## config.mk

```make
export PLATFORM = sky130hd
export DESIGN_NAME = hazard_ctrl_unit
export DESIGN_NICKNAME = d
export VERILOG_FILES = /design/src/rtl/hazard_ctrl_unit.sv
export SDC_FILE = /design/constraint.sdc
export NUM_CORES = 1
export LEC_CHECK = 0
export BUFFER_PORTS_ARGS = -buffer_cell sky130_fd_sc_hd__buf_2
export CAP_MARGIN = 15
export CORE_AREA = 4 4 66 68
export CTS_BUF_LIST = sky130_fd_sc_hd__clkbuf_16
export CTS_CLUSTER_SIZE = 25
export DETAILED_ROUTE_END_ITERATION = 8
export DIE_AREA = 0 0 70 72
export HOLD_SLACK_MARGIN = 0.08
export PLACE_DENSITY = 0.77
export SLEW_MARGIN = 20
export SYNTH_ARGS = -nofsm -noshare
export SYNTH_HDL_FRONTEND = slang
export SYNTH_SLANG_ARGS = --single-unit
```

## constraint.sdc

```tcl
create_clock -name clk -period 2.35 [get_ports clk]
set_clock_uncertainty 0.1 [all_clocks]
set_input_delay 0 -clock clk [delete_from_list [all_inputs] [get_ports clk]]
set_output_delay 0 -clock clk [all_outputs]
set_load 0.03 [all_outputs]
```

## src/rtl/hazard_ctrl_unit.sv

```systemverilog
// rtl/hazard_ctrl_unit.sv - RAW hazard detection, EXE forwarding, branch flush and load/MDU stall FSM
// Optional stall-cycle performance counter built when HAZARD_PERF_CNT_EN is defined.
module hazard_ctrl_unit #(
    parameter int LOAD_LAT = 1,
    parameter int NUM_FWD  = 2
) (
    input  logic        clk,
    input  logic        reset,
    input  logic [31:0] instrCode_ID,
    input  logic [31:0] instrCode_EXE,
    input  logic [31:0] instrCode_MEM,
    input  logic [31:0] instrCode_WB,
    input  logic        regFileWe_MEM,
    input  logic        regFileWe_WB,
    input  logic        PC_SrcMuxSel,
    input  logic        mdu_start,
    input  logic        mdu_done,
    output logic [1:0]  Forward1,
    output logic [1:0]  Forward2,
    output logic        PCEn,
    output logic        stall,
    output logic        hold_EXE,
    output logic        bubble_EXE,
    output logic        flush_IF,
    output logic        flush_ID,
    output logic [1:0]  hz_state,
    output logic [31:0] stall_cycles
);

    localparam logic [6:0] OP_LOAD   = 7'b0000011;
    localparam logic [6:0] OP_STORE  = 7'b0100011;
    localparam logic [6:0] OP_BRANCH = 7'b1100011;
    localparam logic [6:0] OP_RTYPE  = 7'b0110011;
    localparam logic [6:0] OP_LUI    = 7'b0110111;
    localparam logic [6:0] OP_AUIPC  = 7'b0010111;
    localparam logic [6:0] OP_JAL    = 7'b1101111;

    // Counter preload: the detect cycle is spent in IDLE, the last in LOAD_STALL with cnt == 0.
    localparam logic [2:0] CNT_INIT = (LOAD_LAT > 1) ? 3'(LOAD_LAT - 2) : 3'd0;

    typedef enum logic [1:0] {
        IDLE       = 2'b00,
        LOAD_STALL = 2'b01,
        MDU_BUSY   = 2'b10
    } state_t;

    state_t     state_q, state_d;
    logic [2:0] cnt_q, cnt_d;

    function automatic logic rs1_used(input logic [6:0] op);
        return !(op == OP_LUI || op == OP_AUIPC || op == OP_JAL);
    endfunction

    function automatic logic rs2_used(input logic [6:0] op);
        return (op == OP_RTYPE || op == OP_STORE || op == OP_BRANCH);
    endfunction

    function automatic logic prod_hit(input logic we, input logic [4:0] rd, input logic [4:0] rs);
        return we && (rd != 5'd0) && (rd == rs);
    endfunction

    logic [6:0] op_id, op_ex;
    logic [4:0] rs1_id, rs2_id, rd_ex, rs1_ex, rs2_ex, rd_mem, rd_wb;
    logic       ld_use;
    logic       unused_bits;

    assign op_id  = instrCode_ID[6:0];
    assign rs1_id = instrCode_ID[19:15];
    assign rs2_id = instrCode_ID[24:20];
    assign op_ex  = instrCode_EXE[6:0];
    assign rd_ex  = instrCode_EXE[11:7];
    assign rs1_ex = instrCode_EXE[19:15];
    assign rs2_ex = instrCode_EXE[24:20];
    assign rd_mem = instrCode_MEM[11:7];
    assign rd_wb  = instrCode_WB[11:7];

    assign unused_bits = ^{instrCode_ID[31:25], instrCode_ID[14:7], instrCode_EXE[31:25],
                           instrCode_EXE[14:12], instrCode_MEM[31:12], instrCode_MEM[6:0],
                           instrCode_WB[31:12], instrCode_WB[6:0]};

    assign ld_use = (op_ex == OP_LOAD) && (rd_ex != 5'd0) &&
                    ((rs1_used(op_id) && (rs1_id == rd_ex)) ||
                     (rs2_used(op_id) && (rs2_id == rd_ex)));

    always_comb begin
        Forward1 = 2'b00;
        Forward2 = 2'b00;
        if (!reset) begin
            if (rs1_used(op_ex)) begin
                if (prod_hit(regFileWe_MEM, rd_mem, rs1_ex))
                    Forward1 = 2'b01;
                else if (NUM_FWD == 2 && prod_hit(regFileWe_WB, rd_wb, rs1_ex))
                    Forward1 = 2'b10;
            end
            if (rs2_used(op_ex)) begin
                if (prod_hit(regFileWe_MEM, rd_mem, rs2_ex))
                    Forward2 = 2'b01;
                else if (NUM_FWD == 2 && prod_hit(regFileWe_WB, rd_wb, rs2_ex))
                    Forward2 = 2'b10;
            end
        end
    end

    logic idle_path;

    always_comb begin
        state_d    = state_q;
        cnt_d      = cnt_q;
        PCEn       = 1'b1;
        stall      = 1'b0;
        hold_EXE   = 1'b0;
        bubble_EXE = 1'b0;
        flush_IF   = 1'b0;
        flush_ID   = 1'b0;
        idle_path  = 1'b0;

        case (state_q)
            IDLE: begin
                if (mdu_start && !mdu_done) begin
                    state_d  = MDU_BUSY;
                    stall    = 1'b1;
                    PCEn     = 1'b0;
                    hold_EXE = 1'b1;
                end else begin
                    idle_path = 1'b1;
                end
            end
            LOAD_STALL: begin
                stall      = 1'b1;
                PCEn       = 1'b0;
                bubble_EXE = 1'b1;
                if (cnt_q == 3'd0)
                    state_d = IDLE;
                else
                    cnt_d = cnt_q - 3'd1;
            end
            MDU_BUSY: begin
                // The done cycle releases the pipeline and is judged like an ordinary IDLE cycle.
                if (mdu_done) begin
                    state_d   = IDLE;
                    idle_path = 1'b1;
                end else begin
                    stall    = 1'b1;
                    PCEn     = 1'b0;
                    hold_EXE = 1'b1;
                end
            end
            default: state_d = IDLE;
        endcase

        if (idle_path) begin
            if (PC_SrcMuxSel) begin
                flush_IF = 1'b1;
                flush_ID = 1'b1;
            end else if (ld_use) begin
                stall      = 1'b1;
                PCEn       = 1'b0;
                bubble_EXE = 1'b1;
                if (LOAD_LAT > 1) begin
                    state_d = LOAD_STALL;
                    cnt_d   = CNT_INIT;
                end
            end
        end

        if (reset) begin
            PCEn       = 1'b1;
            stall      = 1'b0;
            hold_EXE   = 1'b0;
            bubble_EXE = 1'b0;
            flush_IF   = 1'b0;
            flush_ID   = 1'b0;
        end
    end

    always_ff @(posedge clk) begin
        if (reset) begin
            state_q <= IDLE;
            cnt_q   <= 3'd0;
        end else begin
            state_q <= state_d;
            cnt_q   <= cnt_d;
        end
    end

    assign hz_state = reset ? IDLE : state_q;

`ifdef HAZARD_PERF_CNT_EN
    logic [31:0] perf_q;

    always_ff @(posedge clk) begin
        if (reset)
            perf_q <= 32'd0;
        else if (stall)
            perf_q <= perf_q + 32'd1;
    end

    assign stall_cycles = perf_q;
`else
    assign stall_cycles = 32'd0;
`endif

endmodule

```

==> flow_summary.ini <==
[run_status]
status = completed

[hold_path]
hp-class = in -> reg

[synth]
synth_seq_cells = 1
synthCells = 121
async_flop_share_pct = 0
syn_area_per_cell_sq_um = 7.35
synth_top_flop_cell = dfxtp_1
synth_top_cell_by_area = buf_4
yosysTopAreaCellShare_pct = 28.7
synth_edf_count = 0
ys_seq_area_share_pct = 2.25
synth.distinct_cells = 32
yosysWarnings = 0
ys_top_cells_by_area = buf_4, xnor2_1, xor2_1
netlist_area_sq_um = 890

[sta]
post-route-period-util_pct = 62.9
rsz0062_at_grt = no
relSlewSlack_pct = 67.2
drv_slew = 0
setup_violations = 0
fin_crit_ns = 1.48
fmax_mhz = 676
setup_tns_ns = 0
hold_viol_final = 0
worstMarginPinSlew_ns = 0.487

[cts]
hold_buffers = 0
clk_latency_ns = 0
ctsResizeCount = 0
cts_setup_buffers = 0
path_clk_slew_ns = 0

[route]
wirelength_mm = 2.53
viasPerCell = 4.16
wl_per_cell_um = 10.8
drt-initial-drc-count = 4
ant_nets = 0
drc_errors = 0
drt_pass1_iterations = 4
vias = 977

[place]
placed_cell_area_sq_um = 1150
hpwlAfterDp_mm = 2.42
dp_cells = 235
port_buffers = 66
gp_congestion = 0.899

[pwr]
p_leak_uw = 0.000571
vdd_drop_max_mv = 0.0543
pwr_density_cell_nw_per_um2 = 215

[grt]
grt_max_degree = 7
grt_use_total_pct = 8.52
antenna_found_initial = 0
use_met2_pct = 18.6
met3_usage_pct = 1.52
grt_first_pass_wirelength_mm = 3.66
grt.met1_usage_pct = 8.80
grt_pass1_vias = 895
busiest_layer = met2
grt-ovfl-total = 0

[final_layout]
regArea_sq_um = 20.0
largest_register_ffs = 1
antenna_cells = 0
stdcell_count = 235
num-fill-cells = 429
largestRegisters = state_q (1)
multiInputGateArea_sq_um = 731
largest_register = state_q
fin_area_sq_um = 1150
layout-drive-gt1-share_pct = 38.4
area_delta_synth_final_pct = 29.0
fin_nets = 322
final_common_cell = buf_2
final_cell_mix = buf_2, conb_1, xnor2_1, xor2_1

[die]
dieHeight_um = 72
core_sq_um = 3860
die_area_sq_um = 5040
pin_count = 179
die_x_um = 70
start_util_pct = 23.1
rows = 23

[critical_path]
regToRegSetupSlack_ns = 1.61
worstPathArrival_ns = 1.38
endpoint_kind = primary output
crit_fanout = 3
crit_type = in -> out
required_ns = 2.25
worst_setup_path_start_kind = primary input

[run]
drv_cap = 0
==> synth_stat cells (2+ instances only) <==
library cell and instances:
buf_4 34, xnor2_1 15, xor2_1 15, nand3_1 6
nor3_1 6, nand2_1 5, nor2b_1 4, or4_1 4
nand4_1 3, nor2_1 3, and3_1 2, nor3b_1 2
nor4_1 2, nor4_2 2
==> where the power goes <==
part,internal (uW),switching (uW)
clock network,0,0
registers,18.2,0.338
logic,77.5,150
==> worst paths after layout <==
| path | depth (start not counted) | from | to |
|---|---|---|---|
| max reg2reg | 2 | state_q[1] | state_q[1] |
| min reg2reg | 2 | state_q[1] | state_q[1] |
| min | 2 | mdu_done | state_q[1] |
| max | 6 | instrCode_MEM[9] | Forward2[1] |
==> through the flow <==
step	util, %	worst slack [ns]	total power, uW	hold slack [ns]
CTS	29.8	0.851	247	0.0996
detailed placement	29.8	0.852	246	0.0996
global placement	29.8	0.864	243	0.0946
finish	29.8	0.871	246	0.0989
global route	29.8	0.764	264	0.110
floorplan	-	0.654	207	-0.0232
==> kinds of logic after synthesis <==
| family | share of synthesized area [%] |
|---|---|
| buffers and inverters | 29.1 |
| and+or+nand+nor | 32.5 |
| AOI/OAI and AO/OA | 6.19 |
| xor gates and xnor gates | 29.5 |
| DFF | 2.25 |
| other | 0.422 |
==> cell type report <==
cell class	count	area share [%]
timing repair buffer	66	28.8
tap	50	5.45
inverter	1	0.327
sequential	1	1.74
multi-input combinational	117	63.7
==> critical path, stage by stage <==
cell     delay (ns)
buf_2          0.12
or4_1          0.54
o21ai_2        0.13
nor4_1         0.09
nor4_2         0.26
buf_2          0.23
==> metal layers <==
metal	routed length, um	vias up	share of wire [%]
met4	0	0	0
met2	1260	73	50
li1	-	488	-
met5	0	-	0
met1	897	416	35
met3	373	0	15
Note: power is estimated with default switching activity, not from simulation.
